==> config.mk <==
export PLATFORM = sky130hd
export DESIGN_NAME = decoder_nx2n_pipelined
export DESIGN_NICKNAME = d
export VERILOG_FILES = /design/src/rtl/decoder_pkg.sv /design/src/rtl/decoder_nx2n_comb.sv /design/src/rtl/decoder_nx2n_pipelined.sv
export SDC_FILE = /design/constraint.sdc
export NUM_CORES = 1
export LEC_CHECK = 0
export CAP_MARGIN = 20
export CORE_AREA = 2 2 39 41
export DETAILED_ROUTE_END_ITERATION = 10
export DIE_AREA = 0 0 41 43
export GPL_ROUTABILITY_DRIVEN = 0
export PLACE_DENSITY = 0.67
export SLEW_MARGIN = 20
export SYNTH_ARGS = -nofsm -noshare
export SYNTH_HDL_FRONTEND = slang
export SYNTH_HIERARCHICAL = 1
export SYNTH_SLANG_ARGS = --single-unit
==> constraint.sdc <==
create_clock -name clk -period 1.3 [get_ports clk]
set_input_delay 0.13 -clock clk [delete_from_list [all_inputs] [get_ports clk]]
set_output_delay 0.13 -clock clk [all_outputs]
set_load 0.02 [all_outputs]
==> src/rtl/decoder_pkg.sv <==
`default_nettype none
// +----------------------------------------------------------------------------+
// | Package     : decoder_pkg                                                  |
// | Description : Shared constants and helpers for the N-to-2^N decoder.       |
// |               MODE_* encode the in_mode port; inactive_word() returns the  |
// |               idle output level for a given polarity (slice to width).     |
// | Revision    : 1.0 - initial release                                        |
// +----------------------------------------------------------------------------+
package decoder_pkg;

  localparam logic MODE_ONEHOT = 1'b0;
  localparam logic MODE_THERM  = 1'b1;

  // Widest supported output word (N = 6 -> 64 lines).
  localparam int unsigned MAX_W = 64;

  // Idle level of the output bus: all zeros, or all ones when active-low.
  function automatic logic [MAX_W-1:0] inactive_word(input logic active_low);
    return active_low ? {MAX_W{1'b1}} : {MAX_W{1'b0}};
  endfunction

endpackage : decoder_pkg
`default_nettype wire

==> src/rtl/decoder_nx2n_comb.sv <==
`default_nettype none
// +----------------------------------------------------------------------------+
// | Module      : decoder_nx2n_comb                                            |
// | Description : Purely combinational N-to-2^N decode.                        |
// |               a    : select code (N bits)                                  |
// |               en   : 0 forces every line inactive                          |
// |               mode : MODE_ONEHOT -> only line a active                     |
// |                      MODE_THERM  -> lines 0..a active                      |
// |               y    : decoded word (2^N bits), inverted when ACTIVE_LOW     |
// | Revision    : 1.0 - initial release                                        |
// +----------------------------------------------------------------------------+
module decoder_nx2n_comb
  import decoder_pkg::*;
#(
  parameter int N          = 2,
  parameter bit ACTIVE_LOW = 1'b0
) (
  input  logic [N-1:0]    a,
  input  logic            en,
  input  logic            mode,
  output logic [2**N-1:0] y
);

  localparam int W = 2**N;

  logic [W-1:0] raw;

  for (genvar i = 0; i < W; i++) begin : g_bit
    localparam logic [N-1:0] IDX = N'(i);
    // Line i is active when it equals the code (one-hot) or lies at/below it
    // (thermometer).
    assign raw[i] = en & ((mode == MODE_THERM) ? (IDX <= a) : (IDX == a));
  end

  assign y = ACTIVE_LOW ? ~raw : raw;

endmodule : decoder_nx2n_comb
`default_nettype wire

==> src/rtl/decoder_nx2n_pipelined.sv <==
`default_nettype none
// +----------------------------------------------------------------------------+
// | Module      : decoder_nx2n_pipelined                                       |
// | Description : Registered N-to-2^N decoder with valid/ready on both sides   |
// |               and a two-entry (output + skid) buffer, so in_ready can be   |
// |               a flop while still sustaining one word per cycle.            |
// |   clk       in   1      rising-edge clock                                 |
// |   rst       in   1      synchronous reset, active-high                    |
// |   in_valid  in   1      input word present                                |
// |   in_ready  out  1      block can accept (registered)                     |
// |   in_a      in   N      select code                                       |
// |   in_en     in   1      0 = decode to all-inactive                        |
// |   in_mode   in   1      0 = one-hot, 1 = thermometer                      |
// |   out_valid out  1      out_y holds a decoded word                        |
// |   out_ready in   1      consumer takes out_y                              |
// |   out_y     out  2**N   decoded word (inactive level when !out_valid)     |
// | Revision    : 1.0 - initial release                                        |
// +----------------------------------------------------------------------------+
module decoder_nx2n_pipelined
  import decoder_pkg::*;
#(
  parameter int N          = 2,
  parameter bit ACTIVE_LOW = 1'b0
) (
  input  logic            clk,
  input  logic            rst,
  input  logic            in_valid,
  output logic            in_ready,
  input  logic [N-1:0]    in_a,
  input  logic            in_en,
  input  logic            in_mode,
  output logic            out_valid,
  input  logic            out_ready,
  output logic [2**N-1:0] out_y
);

  localparam int             W        = 2**N;
  localparam logic [W-1:0]   INACTIVE = W'(inactive_word(ACTIVE_LOW));

  logic [W-1:0] dec_word;

  logic         out_valid_q,  out_valid_d;
  logic [W-1:0] out_y_q,      out_y_d;
  logic         skid_valid_q, skid_valid_d;
  logic [W-1:0] skid_y_q,     skid_y_d;
  logic         in_ready_q,   in_ready_d;

  logic         accept;
  logic         consume;

  decoder_nx2n_comb #(
    .N          (N),
    .ACTIVE_LOW (ACTIVE_LOW)
  ) u_decode (
    .a    (in_a),
    .en   (in_en),
    .mode (in_mode),
    .y    (dec_word)
  );

  assign accept  = in_valid & in_ready_q;
  assign consume = out_valid_q & out_ready;

  // in_ready mirrors ~skid_valid, so accept and a full skid never coincide;
  // a skid entry can therefore only leave, never be overwritten.
  always_comb begin
    out_valid_d  = out_valid_q;
    out_y_d      = out_y_q;
    skid_valid_d = skid_valid_q;
    skid_y_d     = skid_y_q;

    if (skid_valid_q && consume) begin
      // Oldest pending word moves forward; skid frees up.
      out_valid_d  = 1'b1;
      out_y_d      = skid_y_q;
      skid_valid_d = 1'b0;
      skid_y_d     = INACTIVE;
    end else if (!out_valid_q || consume) begin
      // Output slot is free this cycle: load directly or go idle.
      out_valid_d = accept;
      out_y_d     = accept ? dec_word : INACTIVE;
    end else if (accept) begin
      // Output stalled: park the new word in the skid slot.
      skid_valid_d = 1'b1;
      skid_y_d     = dec_word;
    end

    in_ready_d = ~skid_valid_d;
  end

  always_ff @(posedge clk) begin
    if (rst) begin
      out_valid_q  <= 1'b0;
      out_y_q      <= INACTIVE;
      skid_valid_q <= 1'b0;
      skid_y_q     <= INACTIVE;
      in_ready_q   <= 1'b0;
    end else begin
      out_valid_q  <= out_valid_d;
      out_y_q      <= out_y_d;
      skid_valid_q <= skid_valid_d;
      skid_y_q     <= skid_y_d;
      in_ready_q   <= in_ready_d;
    end
  end

  assign in_ready  = in_ready_q;
  assign out_valid = out_valid_q;
  assign out_y     = out_y_q;

endmodule : decoder_nx2n_pipelined
`default_nettype wire

==> results.cfg, run 1 <==
[critical_path]
rrSetupSlack_ns = 0.22
cp_max_fo = 8
arrival_ns = 1.33
cp-end-kind = flop
worstSetupStartpointType = input pin
cp_data_required_time_ns = 1.49
crit_type = in -> reg
r2r_cells = 4

[floorplan]
core.rowCount = 14
design.core.area_um2 = 1384
initial_core_util = 0.3770
die_area_um2 = 1763
die_h_um = 43
num_io_pins = 14
die_x_um = 41

[clocking]
cts_buffer_depth = 2
cts_max_level = 1
clk_pin_slew_ns = 0.07
cts-root-buf = clkbuf_4
numCtsBuffers = 3
cts.hold.buffers_added = 0
clk_latency_ns = 0.27
cts_tree = built
postCtsSetupBuffers = 0
cts_sinks = 11
cts-resized-gates = 6

[grt]
grt_max_degree = 9
antenna_found_initial = 0
grt_overflow = 0
grt_pass1_vias = 442
track_usage = 0.1581
grt_pass1_wl_um = 1835

[min_path]
hold_class = reg -> reg
whs_path_depth = 2

[timing]
clock_skew_ns = 0.008220
finalCritPeriodShare = 0.8742
rsz0062_at_grt = no
finalCriticalPeriod_ns = 1.136
drv_slew = 0
slew_headroom = 0.7886
fmax_ghz = 0.8799
setup_viol_count_final = 0
worst_slew_pin_slew_ns = 0.3161
hold_violations = 0
layout_setup_ws_ns = 0.1635

[place]
io_buffers = 13
hpwl_um = 843.5
dp_slack_ns = -0.1247

[synthesis]
synthCells = 59
yosys_warnings = 6
ys_seq_area_frac = 0.4221
netlist_area_um2 = 521.8
synth_top_area_frac = 0.4221
synth_area_leaders = dfxtp_1 (42%), mux2i_1 (9.6%), a21oi_1 (7.7%)
synth_top_area_cell = dfxtp_1
avgSynthCellArea_um2 = 8.843
syn_nets = 67
synth_cell_type_count = 19
synth-seq-cells = 11

[power_and_ir_drop]
power.internal_uw = 517.2
p_leak_nw = 0.3639
p_seq_frac = 0.507
clkPwrFrac = 0.332
p_per_area_nw_per_um2 = 903.1
p_total_uw = 685.9
swShare = 0.2459
vdd_drop_max_uv = 573.9
pwr-share-comb = 0.161
netSwitchingPower_uw = 168.7

[routing]
dr.pass1.iters = 4
ant_nets = 0
drc = 0
vias = 487
drtIter0Drc = 5
wire_per_inst_um = 10.45
via_per_inst = 4.822
wirelength_um = 1055

[layout]
layout.nets = 94
antenna_cells = 0
final_common_cell = dfxtp_1
syn2layout_area_growth_pct = 45.56
layout_common_cells = dfxtp_1 (11), buf_4 (9), a21oi_1 (8), nand2_1 (8), clkdlybuf4s50_1 (7)
drive_above_1_share = 0.2471

[job]
max-cap-violations = 0

[outcome]
outcome = completed
-- cell families after synthesis --
logic type	after synthesis	share of synthesized area
DFF	11	0.4221
AOI/OAI and AO/OA	16	0.1847
buffers and inverters	3	0.02158
muxes	5	0.09593
and+or+nand+nor	24	0.2758
-- through the flow --
step / hold WS, ns / instance area, um2 / util / TNS, ns / instances
2_1_floorplan: 0.1991 / 521.8 / - / 0 / 59
3_3_place_gp: 0.4467 / 739.5 / 0.5344 / -0.6488 / 97
3_5_place_dp: 0.4587 / 739.5 / 0.5344 / -0.9117 / 97
4_1_cts: 0.4677 / 759.5 / 0.5488 / 0 / 101
5_1_grt: 0.4968 / 759.5 / 0.5488 / 0 / 101
6_report: 0.4624 / 759.5 / 0.5488 / 0 / 101
-- Yosys cell counts --
cell type / n
dfxtp_1: 11
a21oi_1: 8
nand2_1: 8
mux2i_1: 5
nor2_1: 5
and3_2: 4
o21ai_0: 4
inv_1: 3
a211oi_2: 1
a21o_1: 1
a32oi_1: 1
nand2b_1: 1
nand2b_2: 1
nand3_1: 1
nand3_4: 1
nor2b_1: 1
nor2b_4: 1
o21a_1: 1
or2b_1: 1
-- power groups by stage --
stage	Combinational, mW	Clock [mW]	Sequential [mW]
after floorplan	0.0328	0	0.366
after global placement	0.114	0	0.356
after detailed placement	0.115	0	0.356
after CTS	0.111	0.238	0.348
after global routing	0.122	0.251	0.349
final	0.111	0.228	0.348
-- flip-flops by register name, indices dropped and copies added (netlist names) --
register,flops
in_ready,1
skid_y_q,4
skid_valid_q,1
out_valid,1
out_y,4
-- worst paths after layout --
| check | startpoint | to |
|---|---|---|
| worst min register to register | out_y[1] | out_y[1] |
| worst max-delay path | out_ready | out_y[2] |
| worst max register to register | skid_valid_q | out_y[2] |
| worst min-delay path | out_y[1] | out_y[1] |
-- worst max-delay path, stage by stage --
cell             delay [ns]
clkdlybuf4s50_1        0.65
nand2b_2               0.11
a211oi_2               0.29
nand2_1                0.08
o21ai_0                0.07
-- cell type report --
class | count | area (um2)
fillers | 133 | 624.3
multi-input cells | 45 | 290.3
flip-flops and latches | 11 | 220.2
repair buffers | 22 | 190.2
clock buffers | 3 | 22.52
well taps | 16 | 20.02
inverters | 3 | 11.26
clock inverters | 1 | 5.005
-- metal layers --
metal	routed length, um	global-route usage	up-vias	part of all wire
met5	0	0	-	0
met4	9	0.06000	0	0.0085
met3	56	0.09424	2	0.053
met2	470	0.2094	7	0.45
met1	519	0.2045	220	0.49
li1	-	-	258	-
Note: power is estimated with default switching activity, not from simulation.
==> inputs of run 2 (changes only) <==
Settings changed: SKIP_CTS_REPAIR_TIMING set to 1.
==> run 2 against run 1 <==
Fmax down 0.38%. Die area unchanged. Hold slack lost 0.0018 ns. Sequential power barely moved. Largest cell class unchanged. Largest power group unchanged. Wire length is 4.3% higher.
==> results.cfg, run 2 (synthesis results as in run 1) <==
[critical_path]
cp_max_fo = 8
worstSetupStartpointType = input pin
cp_data_required_time_ns = 1.49
crit_type = in -> reg
cp_slowest_cell = clkdlybuf4s50_1
cp-end-kind = flop
slowest_delay_ns = 0.66
cp.depth = 5
arrival_ns = 1.33
path_buf_inv = 1
critPathTopFamily = buffers and inverters
crit_chain = clkdlybuf4s50_1 -> nand2b_2 -> a211oi_2 -> nand2_1 -> o21ai_0
r2r_cells = 4

[power_and_ir_drop]
p_leak_nw = 0.4385
vdd_drop_max_uv = 569.6
p_per_area_nw_per_um2 = 878.3
p_total_uw = 686.9

[timing]
drv_slew = 0
finalCriticalPeriod_ns = 1.141
clock_skew_ns = 0.007251
setup_viol_count_final = 0
finalCritPeriodShare = 0.8776
fin_hold_ws_ns = 0.4607
layout_setup_ws_ns = 0.1592
rsz0062_at_grt = no
fmax_ghz = 0.8766
slew_headroom = 0.7858
hold_violations = 0
worst_slew_pin_slew_ns = 0.3203

[outcome]
outcome = completed

[min_path]
whs_path_depth = 2
hold_class = reg -> reg

[grt]
grt_overflow = 0
grt_max_degree = 9
grt_pass1_vias = 442
grt_pass1_wl_um = 1835
antenna_found_initial = 0
track_usage = 0.1581

[layout]
drive_above_1_share = 0.2471
seq_area_um2 = 220.2
final_common_cell = dfxtp_1
antenna_cells = 0
syn2layout_area_growth_pct = 49.88
fill_cells = 128
layout.nets = 94
layout_common_cells = dfxtp_1 (11), buf_4 (9), a21oi_1 (8), nand2_1 (8), clkdlybuf4s50_1 (7)
multiInputGateArea_um2 = 290.3

[routing]
drc = 0
drtIter0Drc = 7
via_per_inst = 4.851
dr.pass1.iters = 4
wirelength_um = 1100
vias = 490
ant_nets = 0
wire_per_inst_um = 10.89

[clocking]
cts_buffer_depth = 2
clk_pin_slew_ns = 0.07
numCtsBuffers = 3
cts_sinks = 11
cts_max_level = 1
cts_tree = built
cts-root-buf = clkbuf_4
clk_latency_ns = 0.27

[floorplan]
design.core.area_um2 = 1384
num_io_pins = 14
die_x_um = 41
die_area_um2 = 1763
die_h_um = 43
core.rowCount = 14
initial_core_util = 0.3770

[place]
io_buffers = 13
hpwl_um = 843.5
dp_slack_ns = -0.1247

[job]
max-cap-violations = 0
## run 2: cell types whose count changed in the layout (fill, tap and decap cells not counted)
| cell | change |
|---|---|
| dlygate4sd2_1 | -6 |
| dlymetal6s2s_1 | +6 |
## run 2: metrics by stage
stage	setup TNS (ns)	instances	utilization	instance area, um2
floorplan	0	59	-	521.8
global placement	-0.6488	97	0.5344	739.5
detailed placement	-0.9117	97	0.5344	739.5
CTS	-0.2599	101	0.5543	767.0
global route	0	101	0.5651	782.0
finish	0	101	0.5651	782.0
## run 2: area by class of cell
class                   instances  share of cell area
clock inverters                 1            0.006400
inverters                       3             0.01440
well taps                      16             0.02560
flip-flops and latches         11              0.2816
multi-input cells              45              0.3712
repair buffers                 22              0.2720
clock buffers                   3             0.02880
## run 2: report_power, final
group / internal [mW] / switching (mW)
Combinational: 0.0623 / 0.0517
Sequential: 0.344 / 0.00404
Clock: 0.114 / 0.111
## run 2: worst paths after layout
| path | startpoint | slack (ns) | end |
|---|---|---|---|
| worst max-delay path | out_ready | 0.16 | out_y[2] |
| worst min register to register | out_y[1] | 0.46 | out_y[1] |
| worst max register to register | skid_valid_q | 0.22 | out_y[2] |
| worst min-delay path | out_y[1] | 0.46 | out_y[1] |
## run 2: per-layer routing
metal	up-vias	wire length (um)	GRT usage
li1	259	-	-
met1	220	527	0.2045
met2	9	499	0.2094
met3	2	64	0.09424
met4	0	9	0.06000
met5	-	0	0
## run 2: worst reg2reg max path, cell delays in order (launching register included)
cell	delay [ns]
dfxtp_1	0.36
nand2b_2	0.20
a211oi_2	0.29
nand2_1	0.08
o21ai_0	0.07
==> inputs of run 3 (changes only) <==
Settings changed: CORE_AREA 2 2 39 41 to 4 4 41 43, DIE_AREA 0 0 41 43 to 0 0 45 47, SLEW_MARGIN 20 to 15.
==> run 3 against run 2 <==
Setup slack worse by 0.012 ns. Global-route usage down 2.6 points. Utilization up 2.9 points. Critical path type unchanged.
==> results.cfg, run 3 (synthesis results as in run 1) <==
[timing]
hold_violations = 0
rsz0062_at_grt = no
setup_viol_count_final = 0
clock_skew_ns = 0.001376
slew_headroom = 0.8198
fin_hold_ws_ns = 0.4681
final.setup.tns_ns = 0
finalCriticalPeriod_ns = 1.152
worst_slew_pin_slew_ns = 0.2695
drv_slew = 0
layout_setup_ws_ns = 0.1475
finalCritPeriodShare = 0.8865
fmax_ghz = 0.8677

[routing]
ant_nets = 0
vias = 481
drtIter0Drc = 6
wirelength_um = 1163
dr.pass1.iters = 4
wire_per_inst_um = 11.75
drc = 0
via_per_inst = 4.859

[place]
dp_slack_ns = -0.1213
io_buffers = 13
dp.cells = 95
place_area_um2 = 730.7
hpwl_um = 928.3

[power_and_ir_drop]
vdd_drop_max_uv = 532.2
p_per_area_nw_per_um2 = 887.2
p_leak_nw = 0.4321
p_total_uw = 686.0

[critical_path]
slowest_delay_ns = 0.53
arrival_ns = 1.31
cp_data_required_time_ns = 1.45
cp_slowest_cell = clkdlybuf4s50_1
r2r_cells = 4
cp_max_fo = 4
crit_type = in -> reg
worstSetupStartpointType = input pin
cp-end-kind = flop
crit_chain = clkdlybuf4s50_1 -> mux2i_1 -> nor2b_1 -> a32oi_1 -> a21o_1 -> a21oi_1

[layout]
fill_cells = 121
layout.nets = 93
drive_above_1_share = 0.2381
fin_area_um2 = 773.2
final_cells = 99
syn2layout_area_growth_pct = 48.20
multiInputGateArea_um2 = 290.3
postLayoutCoreUtil = 0.5942
layout_common_cells = dfxtp_1 (11), a21oi_1 (8), nand2_1 (8), buf_4 (8), clkdlybuf4s50_1 (7)
final_common_cell = dfxtp_1
antenna_cells = 0
seq_area_um2 = 220.2

[job]
max-cap-violations = 0

[grt]
antenna_found_initial = 0
grt_max_degree = 8
track_usage = 0.1322
grt_overflow = 0
grt_pass1_vias = 470
grt_pass1_wl_um = 1980

[clocking]
cts_max_level = 1
clk_pin_slew_ns = 0.07
cts_tree = built
clk_latency_ns = 0.27
cts-root-buf = clkbuf_4
cts_buffer_depth = 2
numCtsBuffers = 3
cts_sinks = 11

[floorplan]
die_h_um = 47
core.rowCount = 13
die_x_um = 45
die_area_um2 = 2115
initial_core_util = 0.4010
num_io_pins = 14
design.core.area_um2 = 1301

[min_path]
whs_path_depth = 2
hold_class = reg -> reg

[outcome]
outcome = completed
==> run 3: changes by cell type in the layout (fill, tap and decap cells not counted) <==
| cell | delta |
|---|---|
| buf_4 | -1 |
==> run 3: routing by layer <==
layer  vias up  GRT usage  wire (um)
met2         9     0.2034        563
li1        258          -          -
met3         4    0.05747         63
met5         -          0          0
met4         0    0.05263         17
met1       210     0.1628        519
==> run 3: worst max-delay path, delay by kind of cell <==
family	cells	cell delay (ns)
buffers and inverters	1	0.53
AO/OA/AOI/OAI	3	0.35
multiplexers	1	0.21
AND/OR/NAND/NOR	1	0.08
==> run 3: layout make-up <==
| class | instances | share of cell area |
|---|---|---|
| clock buffers | 3 | 0.02913 |
| inverters | 3 | 0.01456 |
| clock inverters | 1 | 0.006472 |
| multi-input cells | 45 | 0.3754 |
| repair buffers | 21 | 0.2654 |
| well taps | 15 | 0.02427 |
| flip-flops and latches | 11 | 0.2848 |
==> run 3: path summary, 6_finish.rpt <==
path	from	end	slack, ns
min reg2reg	out_y[1]	out_y[1]	0.47
max reg2reg	skid_valid_q	out_y[2]	0.19
max	in_a[1]	out_y[1]	0.15
min	out_y[1]	out_y[1]	0.47
==> run 3: power breakdown <==
| part | switching, mW | internal (mW) | total [mW] |
|---|---|---|---|
| clock network | 0.114 | 0.114 | 0.228 |
| registers | 0.00391 | 0.344 | 0.348 |
| logic | 0.0511 | 0.0589 | 0.110 |
| total | 0.170 | 0.516 | 0.686 |
